$ cat src/rtl/noc_pkg.sv
// Shared types for the NoC switch: flit type codes and switch FSM states.
package noc_pkg;
    localparam int TYPE_W = 2;

    typedef enum logic [TYPE_W-1:0] {
        DATA    = 2'd0,
        CTRL    = 2'd1,
        RSVD    = 2'd2,
        INVALID = 2'd3
    } flit_type_e;

    typedef enum logic [1:0] {
        IDLE  = 2'd0,
        ROUTE = 2'd1,
        DROP  = 2'd2
    } sw_state_e;
endpackage

$ cat src/rtl/noc_port_fifo.sv
// Generic synchronous FIFO with a separate occupancy count.
// Latency: write at cycle N is visible on rd_data/!empty at N+1 (no bypass).
// Backpressure: full blocks writes; reads on empty are ignored.
module noc_port_fifo #(
    parameter int WIDTH = 11,
    parameter int DEPTH = 4
) (
    input  logic             clk,
    input  logic             rst,
    input  logic             wr_en,
    input  logic [WIDTH-1:0] wr_data,
    output logic             full,
    input  logic             rd_en,
    output logic [WIDTH-1:0] rd_data,
    output logic             empty
);
    localparam int PTR_W = $clog2(DEPTH);
    localparam int CNT_W = $clog2(DEPTH + 1);

    logic [WIDTH-1:0] mem [DEPTH];
    logic [PTR_W-1:0] wr_ptr, rd_ptr;
    logic [CNT_W-1:0] count;
    logic             push, pop;

    assign full  = (count == CNT_W'(DEPTH));
    assign empty = (count == '0);
    assign push  = wr_en && !full;
    assign pop   = rd_en && !empty;
    // Empty reads as zero so the port output is clean after reset.
    assign rd_data = empty ? '0 : mem[rd_ptr];

    always_ff @(posedge clk) begin
        if (push) mem[wr_ptr] <= wr_data;
    end

    always_ff @(posedge clk) begin
        if (rst) begin
            wr_ptr <= '0;
            rd_ptr <= '0;
            count  <= '0;
        end else begin
            if (push) wr_ptr <= wr_ptr + 1'b1;
            if (pop)  rd_ptr <= rd_ptr + 1'b1;
            case ({push, pop})
                2'b10:   count <= count + 1'b1;
                2'b01:   count <= count - 1'b1;
                default: count <= count;
            endcase
        end
    end
endmodule

$ cat src/rtl/noc_switch.sv
// Wormhole packet switch: one source, NUM_PORTS output FIFOs, invalid-packet drop.
// Latency: accepted flit appears on out_valid/out_flit of its port one cycle later.
// Backpressure: src_ready drops while the targeted port FIFO is full; dropped packets never stall.
module noc_switch
    import noc_pkg::*;
#(
    parameter int  NUM_PORTS  = 4,
    parameter int  PAYLOAD_W  = 8,
    parameter int  FIFO_DEPTH = 4,
    parameter int  CNT_W      = 8,
    localparam int DST_W      = $clog2(NUM_PORTS),
    localparam int FLIT_W     = DST_W + TYPE_W + PAYLOAD_W + 1,
    localparam int OUT_W      = TYPE_W + PAYLOAD_W + 1
) (
    input  logic                       clk,
    input  logic                       rst,
    input  logic                       src_valid,
    input  logic [FLIT_W-1:0]          src_flit,
    output logic                       src_ready,
    output logic [NUM_PORTS-1:0]       out_valid,
    input  logic [NUM_PORTS-1:0]       out_ready,
    output logic [NUM_PORTS*OUT_W-1:0] out_flit,
    output logic                       invalid_packet,
    output logic [CNT_W-1:0]           drop_count
);
    sw_state_e            state, state_nxt;
    logic [DST_W-1:0]     lock_dst, lock_nxt;
    logic [NUM_PORTS-1:0] full, empty, wr_en;
    logic [DST_W-1:0]     head_dst;
    flit_type_e           head_type;
    logic                 head_eop;
    logic                 accept;
    logic                 inv_hit;

    assign head_dst  = src_flit[FLIT_W-1 -: DST_W];
    assign head_type = flit_type_e'(src_flit[PAYLOAD_W+1 +: TYPE_W]);
    assign head_eop  = src_flit[0];
    assign accept    = src_valid && src_ready;
    assign out_valid = ~empty;

    always_comb begin
        state_nxt = state;
        lock_nxt  = lock_dst;
        src_ready = 1'b0;
        wr_en     = '0;
        inv_hit   = 1'b0;
        case (state)
            IDLE: begin
                if (head_type == INVALID) begin
                    src_ready = 1'b1;
                    if (accept) begin
                        inv_hit = 1'b1;
                        if (!head_eop) state_nxt = DROP;
                    end
                end else begin
                    src_ready = !full[head_dst];
                    if (accept) begin
                        wr_en[head_dst] = 1'b1;
                        if (!head_eop) begin
                            lock_nxt  = head_dst;
                            state_nxt = ROUTE;
                        end
                    end
                end
            end
            ROUTE: begin
                // Body/tail flits follow the locked route; their dst/type bits are don't-care.
                src_ready = !full[lock_dst];
                if (accept) begin
                    wr_en[lock_dst] = 1'b1;
                    if (head_eop) state_nxt = IDLE;
                end
            end
            DROP: begin
                src_ready = 1'b1;
                if (accept && head_eop) state_nxt = IDLE;
            end
            default: state_nxt = IDLE;
        endcase
    end

    always_ff @(posedge clk) begin
        if (rst) begin
            state          <= IDLE;
            lock_dst       <= '0;
            invalid_packet <= 1'b0;
            drop_count     <= '0;
        end else begin
            state          <= state_nxt;
            lock_dst       <= lock_nxt;
            invalid_packet <= inv_hit;
            if (inv_hit && drop_count != '1) drop_count <= drop_count + 1'b1;
        end
    end

    for (genvar g = 0; g < NUM_PORTS; g++) begin : g_port
        noc_port_fifo #(
            .WIDTH (OUT_W),
            .DEPTH (FIFO_DEPTH)
        ) u_fifo (
            .clk     (clk),
            .rst     (rst),
            .wr_en   (wr_en[g]),
            .wr_data (src_flit[OUT_W-1:0]),
            .full    (full[g]),
            .rd_en   (out_ready[g]),
            .rd_data (out_flit[g*OUT_W +: OUT_W]),
            .empty   (empty[g])
        );
    end
endmodule

$ cat config.mk
export PLATFORM = sky130hd
export DESIGN_NAME = noc_switch
export DESIGN_NICKNAME = d
export VERILOG_FILES = /design/src/rtl/noc_pkg.sv /design/src/rtl/noc_port_fifo.sv /design/src/rtl/noc_switch.sv
export SDC_FILE = /design/constraint.sdc
export NUM_CORES = 1
export LEC_CHECK = 0
export CORE_ASPECT_RATIO = 1.25
export CORE_UTILIZATION = 45
export DETAILED_ROUTE_END_ITERATION = 8
export HOLD_SLACK_MARGIN = 0.15
export SETUP_SLACK_MARGIN = 0.5
export SLEW_MARGIN = 0
export SYNTH_ARGS = -nofsm -noshare
export SYNTH_HDL_FRONTEND = slang
export SYNTH_SLANG_ARGS = --single-unit
export TNS_END_PERCENT = 30
$ cat constraint.sdc
create_clock -name clk -period 6.43 [get_ports clk]
set_input_delay 0.643 -clock clk [delete_from_list [all_inputs] [get_ports clk]]
set_output_delay 0.643 -clock clk [all_outputs]
set_load 0.01 [all_outputs]
* Word level (Yosys, flattened, before mapping)
Memory sizes are Yosys's and may differ from the RTL's. A register that Yosys moved wholly into a read port is not among the register bits.
Index checks and enable logic that the tools add are counted.
** Word-level totals
- Register bits after elaboration :: 41
- Bits in writable memories :: 176
- Input bits :: 20
- Output and inout bits :: 58
- Word-level logic and storage cells :: 149
- Memories kept :: 4
** Memory list
- g_port[0].u_fifo.mem :: words 4, bits a word 11, rd ports 1, clocked after Yosys merged registers in 1, wr ports 1, RTL line noc_port_fifo.sv:20 : logic [WIDTH-1:0] mem [DEPTH];
- g_port[1].u_fifo.mem :: words 4, bits a word 11, rd ports 1, clocked after Yosys merged registers in 1, wr ports 1, RTL line noc_port_fifo.sv:20
- g_port[2].u_fifo.mem :: words 4, bits a word 11, rd ports 1, clocked after Yosys merged registers in 1, wr ports 1, RTL line noc_port_fifo.sv:20
- g_port[3].u_fifo.mem :: words 4, bits a word 11, rd ports 1, clocked after Yosys merged registers in 1, wr ports 1, RTL line noc_port_fifo.sv:20
** Operators by class
- Add/sub/neg operators :: 17
- $lt $le $gt $ge :: 4
- Equality and inequality tests :: 21
- Muxes and demuxes :: 50
- Bitwise gates (word level) :: 3
- Reductions and logical operators :: 34
** Operators by type and width (number)
- 11-bit two-way mux :: 4
- 2-bit two-way mux :: 16
- 3-bit one-hot mux with 2 select lines :: 4
- 2-bit by 1-bit adder with 2-bit output, second input constant :: 8
- 1-bit two-way mux :: 16
- 1-bit logical AND :: 13
- 3-bit by 1-bit adder with 3-bit output, second input constant :: 4
- 2-bit == test, second input constant :: 6
- 3-bit == test, second input constant :: 4
- 3-bit logical NOT :: 4
- 4-bit two-way mux :: 3
- 3-bit by 1-bit subtractor with 3-bit output, second input constant :: 4
- 2-bit by 1-bit == test with 1-bit output, second input constant :: 5
- 1-bit logical NOT :: 10
- 2-bit != test, second input constant :: 5
- 8-bit by 1-bit adder with 8-bit output, second input constant :: 1
- 8-bit != test, second input constant :: 1
- 4-bit one-hot mux with 2 select lines :: 1
- 2-bit nonzero test :: 4
- 2-bit by 3-bit less-than comparator with 1-bit output, second input constant :: 2
- 2-bit one-hot mux with 3 select lines :: 1
- 5-bit AND reduction :: 1
- 1-bit binary-select mux with 2-bit select :: 2
- 1-bit demux with 2-bit select :: 2
- other kinds (6) :: 8

* Logic depth before layout (Yosys ltp)
Gate-level depths: netlist of run 1.
- Word-level depth :: 13
- Gate-level depth with buffers :: 11
- Mapped depth without buffers :: 10

* Hierarchy
A second synthesis of run 1 with hierarchy kept.
** Second synthesis, totals
- Cell total of the unflattened synthesis :: 588
- Area total of the unflattened synthesis :: 9673.0 um2
** By module, submodules not included
- noc_port_fifo :: times used 4, cells each 123, area an instance 2213.4 um2, sequential area each 1501.4 um2
- noc_switch :: times used 1, cells each 96, area an instance 819.5 um2, sequential area each 260.2 um2

* Worst setup path after synthesis of run 1
No wires, ideal clock.
- Kind :: input to register
- From :: in src_flit[9]
- To :: reg g_port[1].u_fifo.count[2]
- Setup time :: 0.070 ns
- Arrival :: 2.477 ns
- Data required time :: 6.360 ns
- Path slack :: 3.883 ns
- Stages :: 10
- Buffers on the path :: 0
- Path through :: a211o_1 > o32a_1 > nor3_4 > inv_1 > ha_1 > inv_1 > fa_1 > xor2_1 > or3_1 > a21oi_1
** Between the ends
- Cells in the longest elaborated chain, start to end :: 10
- Elaborated cells on any way between the ends :: 13
- Classes of those cells :: eq/ne (3); mux (7); reduce/logical (3)
** Ends and longest elaborated chain
- from (decl) :: RTL line noc_switch.sv:18 : input logic [FLIT_W-1:0] src_flit,
- 2-bit == test (*) :: RTL line noc_switch.sv:49 : if (head_type == INVALID) begin
- 1-bit two-way mux :: RTL line noc_switch.sv:49
- 1-bit one-hot mux with 3 select lines :: RTL line noc_switch.sv:47 : case (state)
- 1-bit logical AND :: RTL line noc_switch.sv:38 : assign accept = src_valid && src_ready;
- 4-bit two-way mux :: RTL line noc_switch.sv:57 : if (accept) begin
- 4-bit two-way mux :: RTL line noc_switch.sv:49
- 4-bit one-hot mux with 2 select lines (*) :: RTL line noc_switch.sv:47
- 1-bit logical AND (*) :: RTL line noc_port_fifo.sv:27 : assign push = wr_en && !full;
- 2-bit by 1-bit == test with 1-bit output / 2-bit == test (equally long branches) :: RTL line noc_port_fifo.sv:44 : case ({push, pop})
- 3-bit one-hot mux with 2 select lines / 2-bit nonzero test (equally long branches)
- to (signal assigned) :: RTL line noc_port_fifo.sv:45 : 2'b10: count <= count + 1'b1;
- to (signal assigned) :: RTL line noc_port_fifo.sv:46 : 2'b01: count <= count - 1'b1;
- to (signal assigned) :: RTL line noc_port_fifo.sv:47 : default: count <= count;
- to (decl) :: RTL line noc_port_fifo.sv:22 : logic [CNT_W-1:0] count;
Mark *: on every way between the ends. The rest lies on a longest branch, timed or not.
A chain may end at the register's enable or synchronous reset.

* Final worst setup path of run 1
- From :: in src_flit[12]
- To :: out src_ready
** Between the ends
- Cells in the longest elaborated chain, start to end :: 5
** Ends and longest elaborated chain
- 1-bit binary-select mux with 2-bit select :: RTL line noc_switch.sv:56 : src_ready = !full[head_dst];
- 1-bit two-way mux (not written as such) :: RTL line noc_switch.sv:56
- 1-bit logical NOT :: RTL line noc_switch.sv:56
- 1-bit two-way mux :: RTL line noc_switch.sv:49
- 1-bit one-hot mux with 3 select lines :: RTL line noc_switch.sv:47
- to (decl) :: RTL line noc_switch.sv:19 : output logic src_ready,
Every way passes these cells. The select of a mux whose other input is x is not followed.

==> metrics.yaml, run 1 <==
slowest_delay_ps: 650
ys.warnings.count: 0
synthTopCellsByArea: "edfxtp_1 57%, mux4_2 11%, dfxtp_1 11%"
ys.flop_type: "edfxtp_1"
yosysTopAreaCell: "edfxtp_1"
layout-drive-gt1-share_pct: 13.75
hold_slack_ps: 510.4
yosys.area_share.simple_pct: 10.12
max_clock_freq_mhz: 293.2
synth-compound-area-share_pct: 2.880
grt_max_degree: 54
powerDensity_nw_per_um2: 320.1
clock_skew_ps: 13.37
cts_resized: 0
netlist_instances: 572
fillers: 1659
dp_slack_ps: 2642
setup_viol: 0
cp_top_family: "buffers and inverters"
grt_remaining_overflow: 0
fp.dieH_microns: 162.7
root_buffer: "clkbuf_16"
status: "complete, no violations"
initial_core_util_pct: 46.08
synth_top_family_by_area: "multiplexers"
grt_pass1_vias: 5239
critPathBufInv: 2
crit_type: "in2out"
tightest_slew_ps: 956.4
post-route-period-util_pct: 53.05
fin_crit_ps: 3411
cts_hold_buf: 0
core_sq_um: 20170
tns_ps: 0
relSlewSlack_pct: 36.24
place_hpwl_microns: 11740
ys_seq_area_share_pct: 67.40
globalplace.congestion: 0.7726
postRouteAntennaNets: 0
boundaryPins: 78
fin_nets: 698
drt_first_iter_violations: 401
hp-class: "reg2reg"
yosys.area_share.adder_pct: 3.688
fin_area_sq_um: 11030
crit_slowest_cell: "clkdlybuf4s50_1"
peakVddDrop_mv: 0.1547
synth_edf_count: 176
groute.usage.overall_pct: 18.13
met1_usage_pct: 22.67
cp.arrival_ps: 2770
worst_slack_ps: 3019
grt_pass1_wl_microns: 28480
clock_tree.buffer_depth: 3
clkSlewWorstSetupHoldPaths_ps: 60
final-max-slew-violation-count: 0
cp_common_cell: "clkdlybuf4s50_1"
diodes: 0
areaGrowthSynthToFinish_pct: 18.63
async_flop_share_pct: 0
cp_cell_sequence: "clkdlybuf4s50_1 > mux4_2 > nor3b_1 > o22ai_1 > clkdlybuf4s50_1"
drt_first_pass_iters: 4
synth_top_area_share_pct: 56.85
routed_wl_microns: 18490
cap_violations: 0
die-area_sq_um: 21240
clock_latency_ps: 500
yosysUniqueCellTypes: 49
via_count: 5014
syn_area_sq_um: 9296
cts_made_buffers: 23
rows: 58
via_per_inst: 5.340
drc: 0
clock_sinks: 225
start_kind: "primary input"
leakage_uw: 0.003567
ys_ff_latch: 225
finalPower_uw: 3530
syn_nets: 617
antenna_found_initial: 0
critPathMaxFanout: 7
gr-max-usage-layer: "met2"
wl_per_cell_microns: 19.69
dpl_cell_area_sq_um: 10310
synth_xor_area_share_pct: 1.696
syn_avg_cell_area_sq_um: 16.25
grt_use_met2_pct: 32.44
htreeDepth: 1
synthMuxAreaShare_pct: 12.21
io_buffers: 77
grt_use_met3_pct: 2.464
hold_viol_final: 0
end_kind: "output pin"
cts_tree: "built"
rsz0062_at_grt: "false"
worstPathRequired_ps: 5790
postCtsSetupBuffers: 0
die-width_microns: 130.6
==> synthesized netlist by cell type, types with 2 or more instances <==
library cell / n
mux4_2: 46
mux2_2: 3
and2_1: 62
nand3_1: 10
nand2_1: 5
edfxtp_1: 176
a21o_1: 2
o21ai_0: 6
clkbuf_1: 13
nor3_4: 2
a31oi_1: 2
fa_1: 4
o31ai_1: 3
buf_2: 5
mux2i_1: 5
inv_1: 26
buf_1: 2
a21oi_1: 15
o22ai_1: 2
and3_1: 6
nor2_1: 39
nand2b_1: 12
or3_1: 12
xor2_1: 14
xnor2_1: 4
dfxtp_1: 49
ha_1: 21
nor3b_1: 5
==> cells in the final DEF, fill, tap and decap left out, drive strengths merged, types with 3 or more instances in the layout <==
master,synthesis,layout
a21oi,15,15
and2,62,62
and3,6,6
clkbuf,13,29
clkdlybuf4s50,0,76
clkinv,0,5
clkinvlp,0,6
dfxtp,49,49
edfxtp,176,176
fa,4,4
ha,21,21
inv,26,26
mux2,4,4
mux2i,5,5
mux4,46,46
nand2,5,5
nand2b,12,12
nand3,10,10
nor2,39,39
nor3,4,4
nor3b,5,5
o21ai,6,6
o31ai,3,3
or3,12,12
xnor2,4,4
xor2,14,14
==> sequential cells by signal, indices dropped and copies added, names as in the netlist, named ones only <==
signal,cells
g_port.u_fifo.mem,176
g_port.u_fifo.count,12
drop_count,8
g_port.u_fifo.rd_ptr,8
g_port.u_fifo.wr_ptr,8
lock_dst,2
state,2
invalid_packet,1
==> path summary, 6_finish.rpt <==
path / end / depth (start not counted) / slack (ps) / from
max reg2reg: g_port[0].u_fifo.count[2]$_SDFFE_PP0P_ / 10 / 3730 / g_port[0].u_fifo.count[2]$_SDFFE_PP0P_
min: g_port[2].u_fifo.count[2]$_SDFFE_PP0P_ / 2 / 510 / g_port[2].u_fifo.count[2]$_SDFFE_PP0P_
max: src_ready / 5 / 3020 / src_flit[12]
min reg2reg: g_port[2].u_fifo.count[2]$_SDFFE_PP0P_ / 2 / 510 / g_port[2].u_fifo.count[2]$_SDFFE_PP0P_
==> layout make-up <==
| type | instances | area (sq um) | area share, % |
|---|---|---|---|
| flip-flops and latches | 225 | 6266 | 56.82 |
| clock inverters | 12 | 97.59 | 0.8850 |
| repair buffers | 77 | 765.7 | 6.943 |
| clock buffers | 29 | 619.3 | 5.616 |
| well taps | 270 | 337.8 | 3.063 |
| inverters | 26 | 97.59 | 0.8850 |
| multi-input cells | 300 | 2844 | 25.79 |
==> per-layer routing <==
metal	vias up	wire length (microns)
met5	-	0
met4	0	449
met2	133	9749
met3	29	752
li1	2305	-
met1	2547	7534
==> per-stage QoR <==
stage | utilization [%] | std cells
detailed placement | 51.11 | 898
global placement | 51.11 | 898
floorplan | - | 572
CTS | 54.66 | 939
global route | 54.66 | 939
finish | 54.66 | 939
==> power by group <==
group / leakage (uW) / switching [uW] / internal (uW)
logic: 0.00125 / 266 / 326
clock network: 0.000332 / 532 / 725
registers: 0.00198 / 70.5 / 1610
total: 0.00357 / 868 / 2660
==> cells by family after synthesis <==
| logic type | Yosys count |
|---|---|
| compound gates | 40 |
| simple gates | 162 |
| fa+ha+maj | 25 |
| xor+xnor | 18 |
| buf+inv | 47 |
| mux | 55 |
| flops | 225 |
==> worst reg2reg max path, cell delays in order (launching register included) <==
cell	delay (ps)
dfxtp_1	360
nor3b_1	540
nor2_1	250
and2_1	220
inv_1	50
ha_1	170
inv_1	60
fa_1	370
xor2_1	160
or3_1	310
a21oi_1	140
No activity file was read; power rests on OpenSTA's default activity.
==> run 2, diff against run 1 <==
- clock period: 6.43 -> 3.5 ns (I/O delays scaled with it)
==> run 2 against run 1 <==
Clock power increased by 70%. Sequential share of layout area up 0.18 points. Utilization decreased by 0.14 points. Die area unchanged. Sequential power increased by 84%. Hold slack got worse by 5.8 ps. Highest routed layer unchanged.
==> metrics.yaml, run 2 (same netlist as run 1, synthesis figures left out) <==
routed_wl_microns: 18130  # was 18490 microns
relSlewSlack_pct: 36.14  # was 36.24%
diodes: 0  # unchanged
gr-max-usage-layer: "met2"  # unchanged
start_kind: "flop"  # was primary input
fin_nets: 702  # was 698
dpl_cell_area_sq_um: 10360  # was 10310 sq um
largest_reg_flops: 176  # unchanged
fp.dieH_microns: 162.7  # unchanged
leakage_uw: 0.003582  # was 0.003567 uW
wl_per_cell_microns: 19.27  # was 19.69 microns
io_buffers: 77  # unchanged
end_kind: "output pin"  # unchanged
finalPower_uw: 6315  # was 3530 uW
cp_top_family: "simple AND/OR/NAND/NOR gates"  # was buffers and inverters
core_sq_um: 20170  # unchanged
post-route-period-util_pct: 83.54
clock_sinks: 225  # unchanged
initial_core_util_pct: 46.08  # unchanged
rows: 58  # unchanged
clock_tree.buffer_depth: 3  # unchanged
cts_made_buffers: 21  # was 23
cp_common_cell: "nor3b_1"  # was clkdlybuf4s50_1
die-area_sq_um: 21240  # unchanged
hp-class: "in2reg"  # was reg2reg
critPathBufInv: 1  # was 2
power_frac_clock_pct: 33.9  # was 35.6%
cp_cell_sequence: "nor3b_1 > mux4_2 > nor3b_1 > o22ai_1 > clkdlybuf4s50_1"  # was clkdlybuf4s50_1 > mux4_2 > nor3b_1 > o22ai_1 > clkdlybuf4s50_1
placed_cells: 904  # was 898
crit_type: "reg2out"  # was in2out
slowest_delay_ps: 540  # was 650 ps
largestRegisters: "g_port.u_fifo.mem: 176 flops, g_port.u_fifo.count: 12 flops"  # unchanged
p_sw_share_pct: 24.07  # was 24.58%
largest_register: "g_port.u_fifo.mem"  # unchanged
cts_hold_buf: 0  # unchanged
tns_ps: 0  # unchanged
postCtsSetupBuffers: 0  # unchanged
cellInternalPower_uw: 4795  # was 2663 uW
final-max-slew-violation-count: 0  # unchanged
layout_common_cells: "176 x edfxtp_1, 76 x clkdlybuf4s50_1, 62 x and2_1"  # unchanged
root_buffer: "clkbuf_16"  # unchanged
status: "complete, no violations"  # unchanged
rsz0062_at_grt: "true"  # was false
powerDensity_nw_per_um2: 574.0  # was 320.1 nW/um^2
grt_max_degree: 54  # unchanged
p_switching_uw: 1520  # was 867.7 uW
stdcell_count: 941  # was 939
die-width_microns: 130.6  # unchanged
drt_first_pass_iters: 4  # unchanged
tightest_slew_ps: 957.8  # was 956.4 ps
fin_area_sq_um: 11000  # was 11030 sq um
peakVddDrop_mv: 0.3419  # was 0.1547 mV
met1_usage_pct: 23.28  # was 22.67%
critPathMaxFanout: 4  # was 7
final_common_cell: "edfxtp_1"  # unchanged
areaGrowthSynthToFinish_pct: 18.33  # was 18.63%
max_clock_freq_mhz: 342.0
crit_slowest_cell: "nor3b_1"  # was clkdlybuf4s50_1
via_count: 4960  # was 5014
boundaryPins: 78  # unchanged
clock_latency_ps: 490  # was 500 ps
worstPathRequired_ps: 3150  # was 5790 ps
fillers: 1696  # was 1659
htreeDepth: 1  # unchanged
cts_tree: "built"  # unchanged
setup_viol: 0  # unchanged
groute.usage.overall_pct: 18.12  # was 18.13%
place_hpwl_microns: 11640  # was 11740 microns
layout-drive-gt1-share_pct: 14.16  # was 13.75%
grt_pass1_wl_microns: 28710  # was 28480 microns
clock_skew_ps: 7.506  # was 13.37 ps
combPwrFrac_pct: 17.2  # was 16.8%
fin_crit_ps: 2924
hold_viol_final: 0  # unchanged
postRouteAntennaNets: 0  # unchanged
cap_violations: 0  # unchanged
via_per_inst: 5.271  # was 5.340
grt_pass1_vias: 5226  # was 5239
clkSlewWorstSetupHoldPaths_ps: 60  # about the same
globalplace.congestion: 0.8363  # was 0.7726
seq_power_share_pct: 48.9  # was 47.6%
grt_use_met2_pct: 31.12  # was 32.44%
grt_remaining_overflow: 0  # unchanged
antenna_found_initial: 0  # unchanged
drt_first_iter_violations: 262  # was 401
grt_use_met3_pct: 2.891  # was 2.464%
drc: 0  # unchanged
cp.arrival_ps: 2570  # was 2770 ps
[run 2: changes by cell type in the layout (fill, tap and decap cells not counted), sizes merged]
cell      previous run  this run
buf                  1         7
clkinvlp             6         0
clkbuf              29        32
clkinv               5         4
[run 2: power groups by stage]
stage,clock network [uW],registers (uW),logic [uW]
after floorplan,0,3060,686
after global placement,0,3150,1070
after detailed placement,0,3150,1100
after CTS,2210,3100,1110
after global routing,2320,3110,1190
final,2140,3090,1090
[run 2: through the flow]
step	utilization, %	setup WS, ps	hold WS (ps)
2_1_floorplan	-	1177	448.9
3_3_place_gp	51.33	435.2	472.4
3_5_place_dp	51.33	310.2	502.9
4_1_cts	54.50	501.2	473.9
5_1_grt	54.53	379.9	509.6
6_report	54.53	576.0	504.6
[run 2: cell type report]
cell class                      count  area, sq um  share of cell area [%]
Sequential cell                   225         6270                   56.99
Clock inverter                      5        48.80                  0.4436
Multi-Input combinational cell    300         2849                   25.90
Tap cell                          270        337.8                   3.071
Timing Repair Buffer               83        810.8                   7.370
Clock buffer                       32        586.8                   5.334
Inverter                           26        97.59                  0.8872
[run 2: timing repair]
action / CTS / global route
gates resized for setup: 2 / 2
setup endpoints to repair: 9 / 23
cloned: 0 / 0
[run 2: layer usage]
layer	vias up	wire [microns]	part of all wire (%)
met5	-	0	0
met4	0	501	2.8
met3	24	697	3.8
met2	96	9215	51
met1	2532	7717	43
li1	2308	-	-
[run 2: worst paths after layout]
kind                                                from  cells after the start                                endpoint  slack [ps]
hold reg to reg   g_port[1].u_fifo.count[2]$_SDFFE_PP0P_                      2  g_port[1].u_fifo.count[2]$_SDFFE_PP0P_         510
setup / recovery  g_port[2].u_fifo.count[2]$_SDFFE_PP0P_                      5                               src_ready         580
setup reg to reg  g_port[0].u_fifo.count[2]$_SDFFE_PP0P_                     10  g_port[0].u_fifo.count[2]$_SDFFE_PP0P_         770
hold / removal                                       rst                      2              drop_count[1]$_SDFFE_PP0P_         500
==> run 3, diff against run 2 <==
- PLACE_DENSITY: unset -> 0.67
- clock period: 3.5 -> 2.35 ns (I/O delays scaled with it)
==> run 3 against run 2 <==
Sequential power is 47% higher. Largest power group unchanged. Power is 65% higher. Final cell count is 10% higher. Die area stayed put. Critical path depth is 1 higher. Via count is 8.8% higher. First-iteration DRC count is 24% higher. Utilization is 7.4 points higher.
==> metrics.yaml, run 3 (same netlist as run 1, synthesis figures left out) <==
status: "complete, no violations"  # unchanged
initial_core_util_pct: 46.08  # unchanged
cap_violations: 0  # unchanged
via_per_inst: 5.197  # was 5.271
globalplace.congestion: 0.7523  # was 0.8363
dpl_cell_area_sq_um: 10950  # was 10360 sq um
cp.arrival_ps: 2050  # was 2570 ps
antenna_found_initial: 0  # unchanged
layout-drive-gt1-share_pct: 42.58  # was 14.16%
start_kind: "flop"  # unchanged
slowest_delay_ps: 470  # was 540 ps
clock_tree.buffer_depth: 3  # unchanged
fillers: 1469  # was 1696
grt_pass1_vias: 5610  # was 5226
stdcell_count: 1038  # was 941
cp_top_family: "multiplexers"  # was simple AND/OR/NAND/NOR gates
hold_path_end: "g_port[1].u_fifo.rd_ptr[0]$_SDFFE_PP0P_"  # was drop_count[1]$_SDFFE_PP0P_
worstPathRequired_ps: 2120  # was 3150 ps
crit_slowest_cell: "mux4_2"  # was nor3b_1
root_buffer: "clkbuf_16"  # unchanged
final-max-slew-violation-count: 0  # unchanged
fin_area_sq_um: 12500  # was 11000 sq um
largestRegisters: "g_port.u_fifo.mem: 176 flops, g_port.u_fifo.count: 12 flops"  # unchanged
end_kind: "output pin"  # unchanged
final_common_cell: "edfxtp_1"  # unchanged
fin_crit_ps: 2285
hp-class: "in2reg"  # unchanged
grt_max_degree: 43  # was 54
cts_hold_buf: 0  # unchanged
power_frac_clock_pct: 30.7  # was 33.9%
tightest_slew_ps: 805.7  # was 957.8 ps
areaGrowthSynthToFinish_pct: 34.49  # was 18.33%
groute.usage.overall_pct: 18.51  # was 18.12%
cp_cell_sequence: "nor3b_4 > buf_4 > mux4_2 > nor3b_2 > o22ai_1 > buf_2"  # was nor3b_1 > mux4_2 > nor3b_1 > o22ai_1 > clkdlybuf4s50_1
critPathMaxFanout: 2  # was 4
setup_viol: 0  # unchanged
layout_common_cells: "176 x edfxtp_1, 56 x buf_6, 47 x buf_4"  # was 176 x edfxtp_1, 76 x clkdlybuf4s50_1, 62 x and2_1
tns_ps: 0  # unchanged
core_sq_um: 20170  # unchanged
clock_latency_ps: 500  # was 490 ps
p_sw_share_pct: 24.88  # was 24.07%
cts_made_buffers: 21  # unchanged
post-route-period-util_pct: 97.25
clkSlewWorstSetupHoldPaths_ps: 60  # about the same
rows: 58  # unchanged
relSlewSlack_pct: 46.12  # was 36.14%
drc: 0  # unchanged
wl_per_cell_microns: 18.74  # was 19.27 microns
grt_remaining_overflow: 0  # unchanged
postRouteAntennaNets: 0  # unchanged
hold_start: "rst"  # unchanged
max_clock_freq_mhz: 437.6
worst_r2r_startpoint: "state[0]$_SDFFE_PP0P_"  # was g_port[0].u_fifo.count[2]$_SDFFE_PP0P_
r2r_slack_ps: 110  # was 770 ps
min_path_cells: 2  # unchanged
place_hpwl_microns: 12070  # was 11640 microns
reg2reg_depth: 10  # unchanged
routed_wl_microns: 19460  # was 18130 microns
clock_sinks: 225  # unchanged
hold_slack_ps: 307.4  # was 504.6 ps
powerDensity_nw_per_um2: 831.5  # was 574.0 nW/um^2
io_buffers: 77  # unchanged
placed_cells: 956  # was 904
fin_nets: 799  # was 702
die-area_sq_um: 21240  # unchanged
rsz0062_at_grt: "true"  # unchanged
cts_tree: "built"  # unchanged
fp.dieH_microns: 162.7  # unchanged
die-width_microns: 130.6  # unchanged
largest_register: "g_port.u_fifo.mem"  # unchanged
largest_reg_flops: 176  # unchanged
drt_first_pass_iters: 4  # unchanged
seq_power_share_pct: 43.6  # was 48.9%
htreeDepth: 1  # unchanged
grt_pass1_wl_microns: 29330  # was 28710 microns
combPwrFrac_pct: 25.7  # was 17.2%
critPathBufInv: 2  # was 1
clock_skew_ps: 15.16  # was 7.506 ps
leakage_uw: 0.004445  # was 0.003582 uW
diodes: 0  # unchanged
drt_first_iter_violations: 324  # was 262
p_switching_uw: 2587  # was 1520 uW
hold_viol_final: 0  # unchanged
crit_type: "reg2out"  # unchanged
via_count: 5394  # was 4960
r2r_end: "g_port[1].u_fifo.count[2]$_SDFFE_PP0P_"  # was g_port[0].u_fifo.count[2]$_SDFFE_PP0P_
peakVddDrop_mv: 0.5052  # was 0.3419 mV
cellInternalPower_uw: 7809  # was 4795 uW
boundaryPins: 78  # unchanged
==> run 3: cell count changes in the layout (fill, tap and decap cells not counted), sizes merged <==
cell	before	now
buf	7	145
clkdlybuf4s50	76	25
dlygate4sd2	0	9
clkbuf	32	27
clkinv	4	6
clkinvlp	0	2
dlymetal6s2s	0	1
inv	26	27
==> run 3: metrics by stage <==
| stage | worst slack, ps | total power, uW | util (%) |
|---|---|---|---|
| 6_report | 64.63 | 10400 | 61.98 |
| 5_1_grt | -1.527 | 10790 | 61.98 |
| 4_1_cts | 65.16 | 10030 | 59.48 |
| 3_5_place_dp | -447.7 | 6493 | 54.29 |
| 3_3_place_gp | -359.8 | 6428 | 54.29 |
| 2_1_floorplan | 109.9 | 5582 | - |
==> run 3: what timing repair did <==
| action | in CTS | in global routing |
|---|---|---|
| gates cloned | 5 | 0 |
| setup endpoints to repair | 193 | 125 |
| setup buffers | 28 | 12 |
| resized for setup | 261 | 93 |
| pin swaps | 26 | 44 |
==> run 3: per-layer routing <==
metal / global-route usage [%] / vias up / wire [microns] / share of wire (%)
met5: 0 / - / 0 / 0
met4: 8.098 / 0 / 637 / 3.3
met3: 2.989 / 30 / 788 / 4.0
met2: 32.64 / 101 / 10290 / 53
met1: 22.11 / 2747 / 7739 / 40
li1: - / 2516 / - / -
==> run 3: cell type report <==
cell class	count	area, sq um	area share [%]
inverter	26	97.59	0.7805
clock buffer	27	558.0	4.463
clock inverter	10	83.83	0.6705
tap	270	337.8	2.702
multi-input combinational	300	3126	25.00
timing repair buffer	180	1996	15.96
sequential	225	6305	50.43
==> run 3: how the worst max path moves through the flow <==
stage | from | to | depth (start not counted)
finish | g_port[0].u_fifo.count[2]$_SDFFE_PP0P_ | src_ready | 6
global route | state[0]$_SDFFE_PP0P_ | g_port[1].u_fifo.count[2]$_SDFFE_PP0P_ | 10
CTS | g_port[0].u_fifo.count[2]$_SDFFE_PP0P_ | src_ready | 6
detailed placement | src_flit[9] | g_port[1].u_fifo.count[2]$_SDFFE_PP0P_ | 11
global placement | src_flit[9] | g_port[1].u_fifo.count[2]$_SDFFE_PP0P_ | 11
floorplan | state[0]$_SDFFE_PP0P_ | g_port[1].u_fifo.count[2]$_SDFFE_PP0P_ | 11
==> run 3: power by group through the flow <==
stage | Clock [uW] | Sequential, uW | Combinational [uW]
6_report | 3190 | 4530 | 2670
5_1_grt | 3400 | 4550 | 2840
4_1_cts | 3260 | 4540 | 2240
3_5_place_dp | 0 | 4570 | 1930
3_3_place_gp | 0 | 4560 | 1870
2_1_floorplan | 0 | 4550 | 1030
